===== src/rtl/ekf_pkg.sv =====
// ekf_pkg: shared stage indices, FSM encoding and default result-commit mask
// for the EKF-SLAM stage controller.
package ekf_pkg;

    localparam int STG_PRD = 0;
    localparam int STG_NEW = 1;
    localparam int STG_UPD = 2;

    typedef enum logic [3:0] {
        S_IDLE   = 4'b0001,
        S_INIT   = 4'b0010,
        S_BUSY   = 4'b0100,
        S_COMMIT = 4'b1000
    } state_t;

    // Slice s (bits [s*6 +: 6]) lists the state registers stage s writes:
    // predict -> ch1..3, new-landmark -> ch0..3, update -> all six.
    localparam logic [17:0] DEF_STAGE_RES_MASK = {6'b111111, 6'b001111, 6'b001110};

endpackage


===== src/rtl/ekf_state_bank.sv =====
// ekf_state_bank: NUM_RES x DW persistent state registers with a masked
// parallel load; unmasked channels hold their value.
module ekf_state_bank #(
    parameter int NUM_RES = 6,
    parameter int DW      = 16
) (
    input  logic                  clk,
    input  logic                  sys_rst,
    input  logic                  load,
    input  logic [NUM_RES-1:0]    mask,
    input  logic [NUM_RES*DW-1:0] data_in,
    output logic [NUM_RES*DW-1:0] data_out
);

    always_ff @(posedge clk) begin
        if (sys_rst) begin
            data_out <= '0;
        end else if (load) begin
            for (int i = 0; i < NUM_RES; i++) begin
                if (mask[i]) begin
                    data_out[i*DW +: DW] <= data_in[i*DW +: DW];
                end
            end
        end
    end

endmodule


===== src/rtl/ekf_stage_ctrl.sv =====
// ekf_stage_ctrl: one-hot stage dispatcher and masked result commit for the EKF-SLAM datapath.
// Define STAGE_TIMEOUT_EN to build the BUSY watchdog that drives the sticky err flag.
module ekf_stage_ctrl
    import ekf_pkg::*;
#(
    parameter int NUM_STAGES = 3,
    parameter int NUM_RES    = 6,
    parameter int DW         = 16,
    parameter int ROW_LEN    = 10,
    parameter logic [NUM_STAGES*NUM_RES-1:0] STAGE_RES_MASK = DEF_STAGE_RES_MASK,
    parameter int TIMEOUT_CYC = 1023
) (
    input  logic                  clk,
    input  logic                  sys_rst,
    input  logic [NUM_STAGES-1:0] stage_val,
    output logic [NUM_STAGES-1:0] stage_rdy,
    input  logic [ROW_LEN-1:0]    landmark_num,
    input  logic [ROW_LEN-1:0]    l_k,
    output logic [ROW_LEN-1:0]    lm_num_q,
    output logic [ROW_LEN-1:0]    l_k_q,
    output logic [NUM_STAGES-1:0] init,
    input  logic [NUM_STAGES-1:0] done,
    input  logic [NUM_RES*DW-1:0] result,
    output logic [NUM_RES*DW-1:0] state_q,
    output logic [NUM_STAGES-1:0] stage_done,
    output logic                  busy,
    output logic                  illegal_req,
    output logic                  err
);

    state_t                state;
    state_t                next_state;
    logic [NUM_STAGES-1:0] act_q;
    logic                  req_any;
    logic                  req_onehot;
    logic                  accept;
    logic                  done_hit;
    logic                  commit;
    logic                  timeout;
    logic [NUM_RES-1:0]    load_mask;

    // A request is legal only when exactly one bit is set.
    assign req_any    = |stage_val;
    assign req_onehot = req_any && ((stage_val & (stage_val - NUM_STAGES'(1))) == '0);
    assign accept     = (state == S_IDLE) && req_onehot;
    assign done_hit   = |(done & act_q);
    assign commit     = (state == S_BUSY) && done_hit;

    always_ff @(posedge clk) begin
        if (sys_rst) begin
            state <= S_IDLE;
        end else begin
            state <= next_state;
        end
    end

    always_comb begin
        next_state = state;
        case (state)
            S_IDLE:   if (accept) next_state = S_INIT;
            S_INIT:   next_state = S_BUSY;
            S_BUSY: begin
                if (done_hit) begin
                    next_state = S_COMMIT;
                end else if (timeout) begin
                    next_state = S_IDLE;
                end
            end
            S_COMMIT: next_state = S_IDLE;
            default:  next_state = S_IDLE;
        endcase
    end

    always_comb begin
        stage_rdy = (state == S_IDLE) ? '1 : '0;
        busy      = (state != S_IDLE);
    end

    // Pulses are registered so init lines up with INIT and stage_done with COMMIT.
    always_ff @(posedge clk) begin
        if (sys_rst) begin
            init        <= '0;
            stage_done  <= '0;
            illegal_req <= 1'b0;
            act_q       <= '0;
            lm_num_q    <= '0;
            l_k_q       <= '0;
        end else begin
            init        <= accept ? stage_val : '0;
            stage_done  <= commit ? act_q : '0;
            illegal_req <= (state == S_IDLE) && req_any && !req_onehot;
            if (accept) begin
                act_q    <= stage_val;
                lm_num_q <= landmark_num;
                l_k_q    <= l_k;
            end
        end
    end

    always_comb begin
        load_mask = '0;
        for (int s = 0; s < NUM_STAGES; s++) begin
            if (act_q[s]) begin
                load_mask = load_mask | STAGE_RES_MASK[s*NUM_RES +: NUM_RES];
            end
        end
    end

    ekf_state_bank #(
        .NUM_RES (NUM_RES),
        .DW      (DW)
    ) u_state_bank (
        .clk      (clk),
        .sys_rst  (sys_rst),
        .load     (commit),
        .mask     (load_mask),
        .data_in  (result),
        .data_out (state_q)
    );

`ifdef STAGE_TIMEOUT_EN
    localparam int CNT_W = $clog2(TIMEOUT_CYC + 1);

    logic [CNT_W-1:0] busy_cnt;

    // busy_cnt holds the number of BUSY cycles already elapsed.
    assign timeout = (state == S_BUSY) && !done_hit &&
                     (busy_cnt == CNT_W'(TIMEOUT_CYC - 1));

    always_ff @(posedge clk) begin
        if (sys_rst) begin
            busy_cnt <= '0;
            err      <= 1'b0;
        end else begin
            if (state == S_INIT) begin
                busy_cnt <= '0;
            end else if (state == S_BUSY) begin
                busy_cnt <= busy_cnt + CNT_W'(1);
            end
            if (timeout) begin
                err <= 1'b1;
            end
        end
    end
`else
    logic [31:0] unused_timeout_cfg;

    assign unused_timeout_cfg = TIMEOUT_CYC;
    assign timeout            = 1'b0;
    assign err                = 1'b0;
`endif

endmodule


===== config.mk =====
export PLATFORM = sky130hd
export DESIGN_NAME = ekf_stage_ctrl
export DESIGN_NICKNAME = d
export VERILOG_FILES = /design/src/rtl/ekf_pkg.sv /design/src/rtl/ekf_state_bank.sv /design/src/rtl/ekf_stage_ctrl.sv
export SDC_FILE = /design/constraint.sdc
export NUM_CORES = 1
export LEC_CHECK = 0
export BUFFER_PORTS_ARGS = -buffer_cell sky130_fd_sc_hd__clkbuf_2
export CAP_MARGIN = 5
export CORE_AREA = 2 2 121 123
export CTS_CLUSTER_DIAMETER = 100
export DETAILED_ROUTE_END_ITERATION = 7
export DIE_AREA = 0 0 123 125
export HOLD_SLACK_MARGIN = 0.06
export PLACE_DENSITY_LB_ADDON = 0.25
export SYNTH_ARGS = -nofsm -noshare
export SYNTH_HDL_FRONTEND = slang
export SYNTH_SLANG_ARGS = --single-unit
export TNS_END_PERCENT = 20

===== constraint.sdc =====
create_clock -name clk -period 1.7 [get_ports clk]
set_clock_uncertainty 0.1 [all_clocks]
set_input_delay 0.17 -clock clk [delete_from_list [all_inputs] [get_ports clk]]
set_output_delay 0.17 -clock clk [all_outputs]
set_load 0.1 [all_outputs]

==> flow_metrics.py, run 1 <==
metrics = {
    "synth": {
        "synth-async-reset-ratio_pct": 0,
        "synth.top_cells.by_area": "dfxtp_1, nand2b_1, mux2i_1",
        "avgSynthCellArea_um2": 9.61,
        "ys_warn_count": 0,
        "synth_edf_count": 0,
        "synth.distinct_cells": 35,
        "synth_cells": 579,
        "synth_area_mm2": 0.00556,
        "synth.largest_area_cell": "dfxtp_1",
        "ys.flop_type": "dfxtp_1",
        "yosys-top-cells-count": "nand2b_1, dfxtp_1, mux2i_1",
        "ys_seq_area_share_pct": 46.8,
        "synth_most_common_cell": "nand2b_1",
        "ys_ff_latch": 130,
        "syn-num-nets": 703,
        "synth_top_area_share_pct": 46.8,
    },
    "timing": {
        "drv_slew": 0,
        "maxSlewHeadroom_pct": 61.0,
        "period_share_pct": 124,
        "clock.fmax_mhz": 476,
        "setup_viol": 117,
        "rsz0062_at_grt": "true",
        "tightest_slew_ns": 0.587,
        "hold_viol": 0,
        "finalWorstSetupSlack_ns": -0.400,
        "layout_min_cycle_time_ns": 2.10,
    },
    "critical_path": {
        "startpoint_type": "flop",
        "path_class": "reg -> out",
        "crit_path_max_fanout": 3,
        "rrSetupSlack_ns": -0.31,
        "arrival_ns": 1.83,
        "cp-end-kind": "output pin",
        "worstPathRequired_ns": 1.43,
    },
    "cts": {
        "cts_tree": "built",
        "clockBufferDepth": 2,
        "cts_made_buffers": 17,
        "path_clk_slew_ns": 0.05,
        "ctsRootBufferMaster": "clkbuf_16",
        "htreeDepth": 4,
        "worstSkewPairLatency_ns": 0.40,
        "cts_sinks": 130,
    },
    "final_layout": {
        "multi_input_area_mm2": 0.00280,
        "finish.instance_area_mm2": 0.00963,
        "regArea_mm2": 0.00261,
        "final_cells": 1162,
        "final_layout_size_suffix_gt1_share_pct": 37.6,
        "nFillCells": 1063,
        "area_growth_pct": 73.2,
        "final_util_pct": 67.8,
        "layout.nets": 1088,
    },
    "power": {
        "leakage_nw": 4.07,
        "irDropWorstVdd_mv": 0.629,
        "power_density_mw_per_mm2": 944,
    },
    "global_route": {
        "grt_use_met2_pct": 39.2,
        "busiest_layer": "met2",
        "grt_pass1_wl_um": 27000,
        "use_met1_pct": 24.5,
        "overflow": 0,
        "grt_util_met3_pct": 6.66,
        "grt_max_degree": 96,
        "antenna_found_initial": 1,
        "grt_usage_pct": 22.4,
        "grt_pass1_vias": 5731,
    },
    "placement": {
        "dp_hpwl_um": 10100,
        "port_buffers": 250,
        "pre_cts_ws_ns": -0.267,
        "placed_area_mm2": 0.00713,
        "dp.cells": 977,
        "gp_congestion": 0.758,
    },
    "floorplanning": {
        "rows": 44,
        "die_w_um": 123,
        "core_area_mm2": 0.0142,
        "start_util_pct": 39.2,
        "ios": 252,
        "fp.dieH_um": 125,
        "dieArea_mm2": 0.0154,
    },
    "route": {
        "detail_route.wl_per_cell_um": 15.8,
        "firstDrtPassIters": 4,
        "drt-initial-drc-count": 199,
        "ant_nets": 0,
        "finalWirelength_um": 18400,
        "vias_per_cell": 4.91,
        "vias": 5703,
        "drc": 0,
    },
    "status": {
        "violations": "setup timing",
        "status": "finished, violations left",
    },
    "hold_path": {
        "min_path_type": "in -> reg",
    },
    "run": {
        "maxCapViolCount": 0,
    },
}
state kept, by name, summed over array words and instances, names as in the netlist:
signal                 flops
stage_done                 3
l_k_q                     10
lm_num_q                  10
state                      4
u_state_bank.data_out     96
init                       3
act_q                      3
illegal_req                1
cell type report:
class	instances	share of cell area [%]
multi-input cells	389	29.1
repair buffers	423	34.5
clock inverters	8	1.53
diodes	1	0.0260
clock buffers	24	5.21
well taps	184	2.39
inverters	3	0.169
flip-flops and latches	130	27.0
path summary, 6_finish.rpt:
| kind | from | to | cells after the start |
|---|---|---|---|
| worst max-delay path | state[1]$_SDFFE_PP0P_ | stage_rdy[2] | 6 |
| worst max register to register | state[1]$_SDFFE_PP0P_ | act_q[1]$_SDFFE_PP0P_ | 7 |
| worst min-delay path | sys_rst | state[3]$_SDFFE_PP0P_ | 2 |
| worst min register to register | u_state_bank.data_out[45]$_SDFFE_PP0P_ | u_state_bank.data_out[45]$_SDFFE_PP0P_ | 2 |
metal layers:
metal	routed length (um)	share of wire, %
met1	7400	40
met2	9050	49
met3	1170	6.4
met4	764	4.2
met5	0	0
critical path: stages (launching register included):
cell and delay [ns]:
dfxtp_2 0.32, buf_6 0.10, or4b_4 0.53, buf_6 0.15
inv_6 0.05, buf_12 0.10, buf_12 0.16
cells by family (layout without fill, tap and decap cells):
group,after synthesis,in the layout,share of synthesized area (%)
buf+inv,60,458,5.15
other cells,1,2,0.0674
mux,69,69,12.4
compound gates,107,107,10.2
simple gates,210,210,25.0
flops,130,130,46.8
xor+xnor,2,2,0.315
where the power goes:
part / switching (mW) / total [mW] / leakage (nW) / internal [mW]
Clock: 1.32 / 3.97 / 0.309 / 2.65
Sequential: 0.0411 / 3.16 / 1.05 / 3.12
Combinational: 1.13 / 1.95 / 2.71 / 0.817
layout by cell type, fill, tap and decap left out, types with 6 or more instances in the layout:
cell	n
clkbuf_16	23
nand2b_1	139
buf_16	6
mux2i_1	68
a21oi_1	46
nand3b_1	48
o21ai_2	19
o21ai_1	28
buf_4	20
buf_6	10
dfxtp_1	128
buf_12	16
clkbuf_2	245
dlygate4sd3_1	120
metrics by stage:
| step | hold slack [ns] | TNS [ns] | power (mW) |
|---|---|---|---|
| final | 0.104 | -16.16 | 9.09 |
| after global routing | 0.116 | -23.95 | 9.38 |
| after CTS | 0.0903 | -18.64 | 9.01 |
| after detailed placement | 0.322 | -24.30 | 4.76 |
| after global placement | 0.313 | -19.41 | 4.73 |
| after floorplan | 0.224 | -7.50 | 4.32 |
what timing repair did:
action | CTS | global route
endpoints found under the hold margin | 123 | 0
hold buffers | 120 | 0
pin swaps | 6 | 9
buffers inserted | 13 | 7
endpoints found under the setup margin | 127 | 130
gates resized for setup | 20 | 41
cloned | 6 | 8
Power figures use the tool's default switching activity.
==> inputs of run 2 (changes only) <==
--- a/config.mk
+++ b/config.mk
@@ -7,10 +7,10 @@
 export LEC_CHECK = 0
 export BUFFER_PORTS_ARGS = -buffer_cell sky130_fd_sc_hd__clkbuf_2
 export CAP_MARGIN = 5
-export CORE_AREA = 2 2 121 123
+export CORE_AREA = 2 2 117 119
 export CTS_CLUSTER_DIAMETER = 100
 export DETAILED_ROUTE_END_ITERATION = 7
-export DIE_AREA = 0 0 123 125
+export DIE_AREA = 0 0 119 121
 export HOLD_SLACK_MARGIN = 0.06
 export PLACE_DENSITY_LB_ADDON = 0.25
 export SYNTH_ARGS = -nofsm -noshare
==> run 2 against run 1 <==
Compared with the run above: the flow still finishes with violations (setup timing); final cell count fell by 2.2%; first-iteration DRC count rose by 48%; register-to-register slack improved by 0.02 ns; critical path type unchanged; largest power group unchanged; highest routed layer unchanged.
==> flow_metrics.py, run 2 (synthesis results as in run 1) <==
metrics = {
    "final_layout": {
        "final_cells": 1137,
        "top_regs": "u_state_bank.data_out (96), l_k_q (10), lm_num_q (10)",
        "multi_input_area_mm2": 0.00272,
        "area_growth_pct": 63.0,
        "layout_commonest_cell": "clkbuf_2",
        "layout.nets": 1072,
        "regArea_mm2": 0.00261,
        "final_cell_mix": "clkbuf_2, nand2b_1, dfxtp_1",
        "n_antenna_cell": 0,
        "regMostFlops": "u_state_bank.data_out",
        "largest_reg_flops": 96,
        "final_util_pct": 69.3,
        "final_layout_size_suffix_gt1_share_pct": 33.8,
        "nFillCells": 971,
    },
    "timing": {
        "rsz0062_at_grt": "true",
        "clock.fmax_mhz": 491,
        "maxSlewHeadroom_pct": 62.0,
        "layout_min_cycle_time_ns": 2.04,
        "fin_setup_tns_ns": -11.53,
        "finalWorstSetupSlack_ns": -0.338,
        "period_share_pct": 120,
        "drv_slew": 0,
        "hold_viol": 0,
        "setup_viol": 76,
        "tightest_slew_ns": 0.573,
    },
    "run": {
        "maxCapViolCount": 0,
    },
    "global_route": {
        "overflow": 0,
        "antenna_found_initial": 0,
        "grt_use_met2_pct": 39.4,
        "busiest_layer": "met2",
        "grt_max_degree": 83,
        "grt_usage_pct": 23.0,
        "grt_pass1_wl_um": 26200,
        "grt_util_met3_pct": 6.06,
        "use_met1_pct": 25.5,
        "grt_pass1_vias": 5504,
    },
    "status": {
        "status": "finished, violations left",
        "violations": "setup timing",
    },
    "power": {
        "power.switching_mw": 2.36,
        "combPwrFrac_pct": 22.2,
        "power_density_mw_per_mm2": 917,
        "p_clk_share_pct": 39.7,
        "sequentialPowerShare_pct": 38.1,
        "leakage_nw": 3.85,
        "swShare_pct": 28.4,
        "p_int_mw": 5.96,
        "irDropWorstVdd_mv": 0.657,
    },
    "critical_path": {
        "cp-end-kind": "output pin",
        "path_class": "reg -> out",
        "max_stage_delay_ns": 0.56,
        "startpoint_type": "flop",
        "slowest_stage": "or4b_4",
        "crit_top_cell": "buf_12",
        "path_cells": "or4b_4 -> buf_6 -> inv_6 -> buf_12 -> buf_12",
        "worstPathRequired_ns": 1.43,
        "arrival_ns": 1.77,
        "cp_top_family": "simple AND/OR/NAND/NOR gates",
        "worst-path-buf-inv": 4,
        "crit_path_max_fanout": 3,
    },
    "floorplanning": {
        "fp.dieH_um": 121,
        "start_util_pct": 42.5,
        "rows": 42,
        "dieArea_mm2": 0.0144,
        "ios": 252,
        "die_w_um": 119,
        "core_area_mm2": 0.0131,
    },
    "cts": {
        "ctsRootBufferMaster": "clkbuf_16",
        "worstSkewPairLatency_ns": 0.41,
        "cts_tree": "built",
        "cts_sinks": 130,
        "clockBufferDepth": 2,
        "path_clk_slew_ns": 0.05,
        "cts_made_buffers": 17,
        "htreeDepth": 4,
    },
    "route": {
        "drc": 0,
        "vias": 5558,
        "ant_nets": 0,
        "finalWirelength_um": 17000,
        "firstDrtPassIters": 5,
        "vias_per_cell": 4.89,
        "drt-initial-drc-count": 294,
        "detail_route.wl_per_cell_um": 15.0,
    },
    "placement": {
        "dp_hpwl_um": 10400,
        "dp.cells": 975,
        "gp_congestion": 0.783,
        "pre_cts_ws_ns": -0.270,
        "port_buffers": 250,
    },
    "hold_path": {
        "min_path_type": "in -> reg",
    },
}
[run 2: layout make-up]
type,count,share of cell area [%]
timing repair buffer,407,32.8
multi-input combinational,389,30.0
sequential,130,28.7
clock buffer,26,5.29
tap,176,2.43
clock inverter,6,0.607
inverter,3,0.179
[run 2: metal layers]
| metal | share of wire [%] | routed length (um) |
|---|---|---|
| met5 | 0 | 0 |
| met4 | 4.5 | 769 |
| met3 | 5.2 | 884 |
| met2 | 50 | 8560 |
| met1 | 40 | 6810 |
[run 2: timing repair]
action | in CTS | in global routing
gates resized for setup | 6 | 14
endpoints found under the setup margin | 125 | 127
setup buffers | 3 | 3
pin swaps | 2 | 3
gates cloned | 0 | 3
hold buffers | 121 | 0
endpoints found under the hold margin | 124 | 0
[run 2: tightest hold or removal path, stage by stage]
cell	delay (ns)
clkbuf_2	0.08
a222oi_1	0.07
buf_4	0.17
nor2_1	0.10
nor3_1	0.05
[run 2: worst paths after layout]
check / startpoint / to / slack, ns / cells past startpoint
max: state[1]$_SDFFE_PP0P_ / stage_rdy[1] / -0.34 / 5
min: done[2] / state[2]$_SDFFE_PP0P_ / 0.18 / 5
max reg2reg: state[1]$_SDFFE_PP0P_ / u_state_bank.data_out[81]$_SDFFE_PP0P_ / -0.29 / 5
min reg2reg: lm_num_q[8]$_SDFFE_PP0P_ / lm_num_q[8]$_SDFFE_PP0P_ / 0.37 / 2
[run 2: power groups by stage]
stage                     Combinational, mW  Sequential, mW  Clock [mW]
after floorplan                       0.679            3.64           0
after global placement                 1.54            3.22           0
after detailed placement               1.56            3.23           0
after CTS                              1.83            3.16        3.38
after global routing                   1.94            3.17        3.52
final                                  1.85            3.17        3.30
[run 2: stage by stage]
stage          cell area (um2)  hold slack [ns]  total power, mW
5_1_grt                   9060            0.201             8.64
6_report                  9060            0.178             8.32
4_1_cts                   8920            0.173             8.38
2_1_floorplan             5580            0.224             4.32
3_5_place_dp              7140            0.324             4.79
3_3_place_gp              7140            0.315             4.76
